File: config.mk
export PLATFORM = sky130hd
export DESIGN_NAME = sensor_scanner
export DESIGN_NICKNAME = d
export VERILOG_FILES = /design/src/rtl/sensor_scanner.sv
export SDC_FILE = /design/constraint.sdc
export NUM_CORES = 1
export LEC_CHECK = 0
export CAP_MARGIN = 20
export CORE_MARGIN = 2
export CORE_UTILIZATION = 50
export DETAILED_ROUTE_END_ITERATION = 8
export DONT_BUFFER_PORTS = 1
export PLACE_DENSITY_LB_ADDON = 0.05
export RECOVER_POWER = 25
export SYNTH_ARGS = -nofsm -noshare
export SYNTH_HDL_FRONTEND = slang
export SYNTH_SLANG_ARGS = --single-unit
File: constraint.sdc
create_clock -name clk -period 4.9 [get_ports clk]
set_input_delay 0 -clock clk [delete_from_list [all_inputs] [get_ports clk]]
set_output_delay 0 -clock clk [all_outputs]
set_load 0.03 [all_outputs]
File: src/rtl/sensor_scanner.sv
// Steps a 4:1 sensor mux, waits for the path to settle, debounces each channel and reports changes.
// Latency: SETTLE_CYCLES+2 cycles per channel; status/event update on the edge ending the committing sample.
// Backpressure: a commit against a full, unaccepted event slot holds the scanner in SAMPLE until the slot frees.
module sensor_scanner #(
    parameter int SETTLE_CYCLES = 4,
    parameter int DEBOUNCE      = 3
) (
    input  logic       clk,
    input  logic       rst,
    input  logic       en,
    output logic [1:0] sel,
    input  logic       mux_out,
    output logic [3:0] status,
    output logic       event_valid,
    input  logic       event_ready,
    output logic [1:0] event_ch,
    output logic       event_level,
    output logic       scan_done
);

    typedef enum logic [1:0] {
        IDLE   = 2'd0,
        SETTLE = 2'd1,
        SAMPLE = 2'd2,
        NEXT   = 2'd3
    } state_t;

    localparam logic [7:0] SETTLE_LAST = 8'(SETTLE_CYCLES - 1);
    localparam logic [3:0] DEB_LAST    = 4'(DEBOUNCE - 1);

    state_t          state_q, state_d;
    logic [1:0]      sel_q, sel_d;
    logic [3:0]      status_q, status_d;
    logic [3:0][3:0] cnt_q, cnt_d;
    logic [7:0]      settle_q, settle_d;
    logic            ev_vld_q, ev_vld_d;
    logic [1:0]      ev_ch_q, ev_ch_d;
    logic            ev_lvl_q, ev_lvl_d;
    logic            scan_done_q, scan_done_d;

    logic same;
    logic commit;
    logic stall;

    always_comb begin
        state_d     = state_q;
        sel_d       = sel_q;
        status_d    = status_q;
        cnt_d       = cnt_q;
        settle_d    = settle_q;
        ev_vld_d    = ev_vld_q;
        ev_ch_d     = ev_ch_q;
        ev_lvl_d    = ev_lvl_q;
        scan_done_d = 1'b0;

        same   = (mux_out == status_q[sel_q]);
        commit = !same && (cnt_q[sel_q] == DEB_LAST);
        // Only a commit needs the slot; plain counting never stalls.
        stall  = commit && ev_vld_q && !event_ready;

        if (ev_vld_q && event_ready) begin
            ev_vld_d = 1'b0;
        end

        case (state_q)
            IDLE: begin
                sel_d = 2'd0;
                if (en) begin
                    state_d  = SETTLE;
                    settle_d = 8'd0;
                end
            end
            SETTLE: begin
                if (settle_q == SETTLE_LAST) begin
                    settle_d = 8'd0;
                    state_d  = SAMPLE;
                end else begin
                    settle_d = settle_q + 8'd1;
                end
            end
            SAMPLE: begin
                if (!stall) begin
                    if (same) begin
                        cnt_d[sel_q] = 4'd0;
                    end else if (commit) begin
                        status_d[sel_q] = mux_out;
                        cnt_d[sel_q]    = 4'd0;
                        ev_vld_d        = 1'b1;
                        ev_ch_d         = sel_q;
                        ev_lvl_d        = mux_out;
                    end else begin
                        cnt_d[sel_q] = cnt_q[sel_q] + 4'd1;
                    end
                    state_d = NEXT;
                end
            end
            NEXT: begin
                sel_d    = sel_q + 2'd1;
                settle_d = 8'd0;
                state_d  = SETTLE;
                if (sel_q == 2'd3) begin
                    scan_done_d = 1'b1;
                    // en is only honoured at scan boundaries, so a drop mid-scan lets the scan finish.
                    if (!en) begin
                        state_d = IDLE;
                    end
                end
            end
            default: begin
                state_d = IDLE;
                sel_d   = 2'd0;
            end
        endcase
    end

    always_ff @(posedge clk or posedge rst) begin
        if (rst) begin
            state_q     <= IDLE;
            sel_q       <= 2'd0;
            status_q    <= 4'd0;
            cnt_q       <= '0;
            settle_q    <= 8'd0;
            ev_vld_q    <= 1'b0;
            ev_ch_q     <= 2'd0;
            ev_lvl_q    <= 1'b0;
            scan_done_q <= 1'b0;
        end else begin
            state_q     <= state_d;
            sel_q       <= sel_d;
            status_q    <= status_d;
            cnt_q       <= cnt_d;
            settle_q    <= settle_d;
            ev_vld_q    <= ev_vld_d;
            ev_ch_q     <= ev_ch_d;
            ev_lvl_q    <= ev_lvl_d;
            scan_done_q <= scan_done_d;
        end
    end

    assign sel         = sel_q;
    assign status      = status_q;
    assign event_valid = ev_vld_q;
    assign event_ch    = ev_ch_q;
    assign event_level = ev_lvl_q;
    assign scan_done   = scan_done_q;

endmodule
==> results by group, run 1 <==
Die
  • Initial Utilization: 52.8%
  • Die height: 66.7 µm
  • Io pins: 16
  • Die area: 4440 µm²
  • FP Rows: 22
  • Core area: 3720 µm²
  • Die width: 66.7 µm

Global route
  • Vias in the first global route: 1321
  • Largest net degree at the start of global routing: 38
  • GRT Max-Usage Layer: met2
  • Number of antenna violations at the first check in global routing: 0
  • Global route total overflow: 0
  • First-pass GRT wire length: 5.95 mm
  • Total GRT Usage: 18.7%
  • Grt met3 use: 4.56%
  • Met1 Track Usage GR: 22.6%
  • GRT met2 Usage: 30.4%

Clock network
  • Total CTS buffers: 5
  • Root Buffer Master: clkbuf_8
  • Clk_lat worst skew: 0.29 ns
  • CTS H-tree lvls: 2
  • TritonCTS clock tree: yes
  • Clk sinks: 37
  • Setup bufs post-CTS: 0
  • CTS Buffer Depth: 2
  • Worst-path clk slew: 0.07 ns

Yosys
  • Mean Syn Cell Area: 11.5 µm²
  • Synth Net Count: 188
  • Synth Flop Type: dfrtp_1
  • Cell taking the most area after synthesis: dfrtp_1
  • Seq/Total Area, Yosys: 47.2%
  • Synth Warn #: 0
  • Synth top area share: 47.2%
  • Cell count after synthesis: 171
  • Synth Register Bits: 37
  • Top post-synthesis cells by area: dfrtp_1 (47%), mux2_2 (13%), ha_1 (7.6%)
  • Mapped Area: 1960 µm²
  • Number of distinct library cells after synthesis: 33
  • EDFF count, synth: 0
  • Asr flop ratio synth: 100%

Critical path
  • Kind of critical path: flop to flop
  • Worst path depth: 8
  • Crit. End Element: flop
  • Buffers and inverters on the worst path: 1
  • Critical path's top delay family: multiplexers
  • Crit path launch type: flop
  • Required @ worst endpoint: 5.08 ns
  • Worst Path Arrival: 3.42 ns
  • Crit-path slowest cell: dfrtp_1
  • Register-to-Register Path Depth: 8
  • Crit-path max FO: 12
  • Slowest stage delay, CP: 0.85 ns
  • Crit-path cells: mux4_2 -> inv_1 -> ha_1 -> and2_1 -> a22oi_1 -> or4_4 -> nand3_1 -> mux2_2

Final layout
  • Number of diodes: 0
  • Area growth syn-to-layout: 9.11%
  • Share of layout cells above drive strength 1: 20.1%
  • Post-route cell area: 2140 µm²
  • Nets: 195
  • Fill count: 314

Status
  • Status: finished, violations left
  • Failing checks: capacitance limit, slew limit

Routing
  • Wirelength per Cell: 15.8 µm
  • Residual DRC count: 0
  • Post-DR vias/cell: 5.37
  • Router iterations before antenna repair: 4
  • Detail Route Antenna Nets: 0
  • Final WL: 3.58 mm
  • DRT iter0 DRCs: 91
  • Total number of vias: 1218

Placed design
  • Dpl cell area: 2010 µm²
  • I/O Buffers: 0
  • Post-DP HPWL: 2.57 mm
  • GP Congestion: 0.759

Flow run
  • # Max-Cap Violations: 1

Worst hold path
  • Hold Crit Class: input pin to flop
  • Hold path cells: 2

STA
  • Max frequency: 308 MHz
  • Final Hold Viols: 0
  • Final Cycle Share: 66.2%
  • Slew margin rel.: -26.8%
  • Period minus WS final: 3.24 ns
  • Worst Tran Pin Value: 1.90 ns
  • Clock Skew: 0.00517 ns
  • Setup TNS: 0 ns
  • Unrepaired setup endpoints after global routing: no
  • Final setup viols: 0
  • Final slew viol count: 38

Pwr
  • Leak Pwr: 0.00101 µW
  • PwrDens: 535 nW/µm²
  • Worst VDD drop: 241 µV
==> worst register-to-register path: stages, from the launching register on <==
cell	delay [ns]
dfrtp_1	0.85
mux4_2	0.65
inv_1	0.08
ha_1	0.14
and2_1	0.12
a22oi_1	0.12
or4_4	0.54
nand3_1	0.25
mux2_2	0.37
==> logic make-up (layout without fill, tap and decap cells) <==
family          Yosys count  after routing  synth area share (%)
buf+inv                  12             20                  2.80
fa+ha+maj                12             12                  7.65
flops                    37             37                  47.2
mux                      32             32                  20.8
compound gates           12             12                  3.70
xor+xnor                  7              7                  3.12
simple gates             59             59                  14.8
==> through the flow <==
stage	util, %	hold slack, ns	std cells	total power [µW]	setup slack [ns]
global route	57.6	0.0867	227	1220	1.50
CTS	57.7	0.0450	227	1160	1.64
floorplan	-	0.152	171	792	1.99
detailed placement	54.1	0.0284	217	882	1.64
global placement	54.1	0.0202	217	866	1.71
finish	57.6	0.0407	227	1150	1.66
==> power breakdown <==
group          internal, µW  switching [µW]  total [µW]  leakage [µW]
clock network           166             104         270     0.0000585
logic                   180             203         383      0.000453
registers               371             121         492      0.000499
total                   717             429        1150       0.00101
==> layout make-up <==
| type | count | area (µm²) | share of cell area, % |
|---|---|---|---|
| multi-input combinational | 122 | 982 | 45.9 |
| sequential | 37 | 926 | 43.2 |
| clock buffer | 7 | 86.3 | 4.03 |
| tap | 48 | 60.1 | 2.80 |
| inverter | 9 | 33.8 | 1.58 |
| clock inverter | 1 | 30.0 | 1.40 |
| timing repair buffer | 3 | 23.8 | 1.11 |
==> flip-flops by register name, summed over array words and instances (netlist names) <==
register,count
event_valid,1
event_level,1
scan_done,1
status,4
sel,2
state_q,2
settle_q,8
cnt_q,16
event_ch,2
==> layout by cell type (no fill, tap or decap), drive strengths merged <==
cell,instances
ha,12
a21oi,4
clkbuf,8
or3,1
and2b,1
mux2i,4
a211oi,1
dfrtp,37
nand2b,3
a22oi,1
nand2,18
nor4b,1
nand3b,1
dlygate4sd3,2
and2,3
mux2,24
nor2,16
o21ai,3
o21a,1
xor2,2
or4,2
nor2b,1
bufinv,1
xnor2,5
o21bai,1
nand3,7
a21boi,1
inv,9
nand4,2
mux4,4
nor3,3
==> worst paths after layout <==
path                                       from                    end  slack [ns]
hold / removal                      event_ready  event_valid$_DFF_PP0_        0.04
hold reg to reg            cnt_q[3]$_DFFE_PP0P_   cnt_q[3]$_DFFE_PP0P_        0.51
min in group asynchronous                   rst   cnt_q[2]$_DFFE_PP0P_        0.83
setup reg to reg             sel[1]$_DFFE_PP0P_  cnt_q[11]$_DFFE_PP0P_        1.66
max in group asynchronous                   rst  status[1]$_DFFE_PP0P_        2.97
setup / recovery             sel[1]$_DFFE_PP0P_  cnt_q[11]$_DFFE_PP0P_        1.66
==> metal layers <==
layer	vias up	wire length, µm
met5	-	0
met4	0	73
met1	598	1600
met2	10	1820
met3	8	92
li1	602	-
==> what timing repair did <==
item,CTS,global route
hold endpoints to repair,42,0
resized for setup,0,0
hold buffers,2,0
==> cells in the mapped netlist, drive strengths merged (2+ instances only) <==
cell type / count
dfrtp: 37
xor2: 2
nand2: 18
or4: 2
mux2i: 4
o21ai: 3
inv: 9
nand2b: 3
mux2: 24
xnor2: 5
ha: 12
a21oi: 4
nor2: 16
nand3: 7
nor3: 3
nand4: 2
mux4: 4
and2: 3
buf: 3
No activity file was read; power rests on OpenSTA's default activity.
==> inputs of run 2 (changes only) <==
==> constraint.sdc (replaced) <==
create_clock -name clk -period 3.2 [get_ports clk]
set_input_delay 0 -clock clk [delete_from_list [all_inputs] [get_ports clk]]
set_output_delay 0 -clock clk [all_outputs]
set_load 0.03 [all_outputs]
==> run 2 against run 1 <==
The flow now finishes without violations. Clock skew up 0.0027 ns. Flip-flop and latch count unchanged. Non-clock buffer count up 3.
==> results by group, run 2 (same netlist as run 1, synthesis figures left out) <==
Status
  • Status: complete, no violations

STA
  • Period minus WS final: 2.81 ns (-0.436 ns)
  • Setup TNS: 0 ns (unchanged)
  • Unrepaired setup endpoints after global routing: no
  • Final slew viol count: 0 (-100%)
  • Clock Skew: 0.00784 ns (+0.00268 ns)
  • Slew margin rel.: 14.0% (+41 points)
  • Max frequency: 356 MHz (+16%)
  • Final setup viols: 0 (unchanged)
  • Worst Tran Pin Value: 1.29 ns (-0.612 ns)
  • Final Hold Viols: 0 (unchanged)
  • Final Cycle Share: 87.7% (+22 points)

Clock network
  • Root Buffer Master: clkbuf_8
  • CTS H-tree lvls: 2 (unchanged)
  • CTS hold repair buffers: 2 (unchanged)
  • Setup bufs post-CTS: 0 (unchanged)
  • Resize count post-CTS: 0 (unchanged)
  • Clk sinks: 37 (unchanged)
  • CTS Buffer Depth: 2 (unchanged)
  • TritonCTS clock tree: yes
  • Clk_lat worst skew: 0.28 ns (about the same)
  • Total CTS buffers: 5 (unchanged)
  • Worst-path clk slew: 0.07 ns (about the same)

Pwr
  • Psw: 639 µW (+49%)
  • Internal: 1030 µW (+43%)
  • Clk pwr share: 18.9% (-4.7 points)
  • Sequential share of power: 42.4% (-0.5 points)
  • Worst VDD drop: 325 µV (+35%)
  • Leak Pwr: 0.00101 µW (-0.23%)
  • Gate power share: 38.7% (+5.2 points)
  • Switching fraction of total power: 38.3% (+0.90 points)
  • PwrDens: 782 nW/µm² (+46%)

Final layout
  • Area growth syn-to-layout: 8.54%
  • Post-route cell area: 2130 µm² (-0.53%)
  • Fill count: 326 (+3.8%)
  • Multi-input logic area: 982 µm² (unchanged)
  • Most frequent cells in the layout: dfrtp_1 (37), mux2_2 (23), nand2_1 (18)
  • Seq. cell area: 926 µm² (unchanged)
  • Reg with most FFs: cnt_q
  • Nets: 198 (+1.5%)
  • Number of diodes: 0 (unchanged)
  • Max reg flops: 16 (unchanged)
  • Share of layout cells above drive strength 1: 20.4% (+0.33 points)
  • Most common cell after layout, fill and taps aside: dfrtp_1

Routing
  • Post-DR vias/cell: 5.44 (+1.3%)
  • Total number of vias: 1245 (+2.2%)
  • Router iterations before antenna repair: 6 (+2)
  • Detail Route Antenna Nets: 0 (unchanged)
  • Final WL: 3.43 mm (-4.4%)
  • DRT iter0 DRCs: 35 (-62%)
  • Residual DRC count: 0 (unchanged)
  • Wirelength per Cell: 15.0 µm (-5.2%)

Die
  • FP Rows: 22 (unchanged)
  • Die width: 66.7 µm (unchanged)
  • Die area: 4440 µm² (unchanged)
  • Core area: 3720 µm² (unchanged)
  • Die height: 66.7 µm (unchanged)
  • Io pins: 16 (unchanged)
  • Initial Utilization: 52.8% (unchanged)

Global route
  • Largest net degree at the start of global routing: 25 (-34%)
  • First-pass GRT wire length: 5.96 mm (+0.12%)
  • Number of antenna violations at the first check in global routing: 0 (unchanged)
  • Vias in the first global route: 1313 (-0.61%)
  • Total GRT Usage: 18.1% (-0.64 points)
  • Global route total overflow: 0 (unchanged)

Critical path
  • Kind of critical path: flop to flop
  • Crit-path max FO: 5 (-7)
  • Crit path launch type: flop
  • Crit. End Element: flop
  • Critical path's top delay family: multiplexers
  • Required @ worst endpoint: 3.36 ns (-1.72 ns)
  • Buffers and inverters on the worst path: 1 (unchanged)
  • Crit-path slowest cell: mux4_2
  • Crit-path cells: mux4_2 -> inv_1 -> ha_1 -> and2_1 -> a22oi_1 -> or4_4 -> nand3_1 -> mux2_2
  • Slowest stage delay, CP: 0.58 ns (-0.27 ns)
  • Worst Path Arrival: 2.97 ns (-0.45 ns)

Placed design
  • GP Congestion: 0.746 (-1.7%)
  • Post-DP HPWL: 2.60 mm (+1.0%)
  • Dpl cell area: 2050 µm² (+2.1%)
  • I/O Buffers: 0 (unchanged)

Worst hold path
  • Hold Crit Class: input pin to flop

Flow run
  • # Max-Cap Violations: 0 (-1)
-- run 2: changes by cell type in the layout (fill, tap and decap cells not counted) --
| cell | previous run | this run |
|---|---|---|
| clkbuf_1 | 2 | 3 |
| buf_4 | 0 | 2 |
| bufinv_16 | 1 | 0 |
-- run 2: layer usage --
layer | global-route usage [%] | up-vias | routed length [µm]
li1 | - | 604 | -
met1 | 23.3 | 620 | 1610
met2 | 29.6 | 16 | 1700
met3 | 3.55 | 5 | 79
met4 | 7.65 | 0 | 34
met5 | 0 | - | 0
-- run 2: path summary, 6_finish.rpt --
check	slack (ns)	cells after the start	endpoint	from
setup reg to reg	0.39	8	cnt_q[6]$_DFFE_PP0P_	sel[1]$_DFFE_PP0P_
setup / recovery	0.39	8	cnt_q[6]$_DFFE_PP0P_	sel[1]$_DFFE_PP0P_
max in group asynchronous	1.64	3	status[1]$_DFFE_PP0P_	rst
min in group asynchronous	0.09	2	cnt_q[1]$_DFFE_PP0P_	rst
hold reg to reg	0.50	1	cnt_q[9]$_DFFE_PP0P_	cnt_q[9]$_DFFE_PP0P_
hold / removal	0.08	2	event_valid$_DFF_PP0_	event_ready
-- run 2: power by group through the flow --
stage / registers, µW / clock network, µW / logic, µW
finish: 707 / 315 / 645
global route: 725 / 349 / 728
CTS: 709 / 326 / 654
detailed placement: 717 / 0 / 648
global placement: 716 / 0 / 633
floorplan: 699 / 0 / 514
-- run 2: layout make-up --
type                            instances  share of cell area (%)
Multi-Input combinational cell        122                    46.1
Sequential cell                        37                    43.5
Clock buffer                            7                    4.05
Tap cell                               48                    2.82
Timing Repair Buffer                    6                    2.00
Inverter                                9                    1.59
-- run 2: per-stage QoR --
step	hold slack (ns)	worst slack (ns)	total power, µW	cells	util (%)
floorplan	0.152	0.287	1210	171	-
CTS	0.0767	0.372	1690	229	58.1
finish	0.0779	0.392	1670	229	57.3
global route	0.127	0.217	1800	229	57.3
detailed placement	-0.121	0.404	1360	220	55.2
global placement	0.155	0.458	1350	219	54.5
-- run 2: worst reg2reg max path: stages (launching register included) --
cell and delay, ns:
dfrtp_1 0.46, mux4_2 0.58, inv_1 0.09, ha_1 0.15, and2_1 0.13, a22oi_1 0.13
or4_4 0.55, nand3_1 0.24, mux2_2 0.37
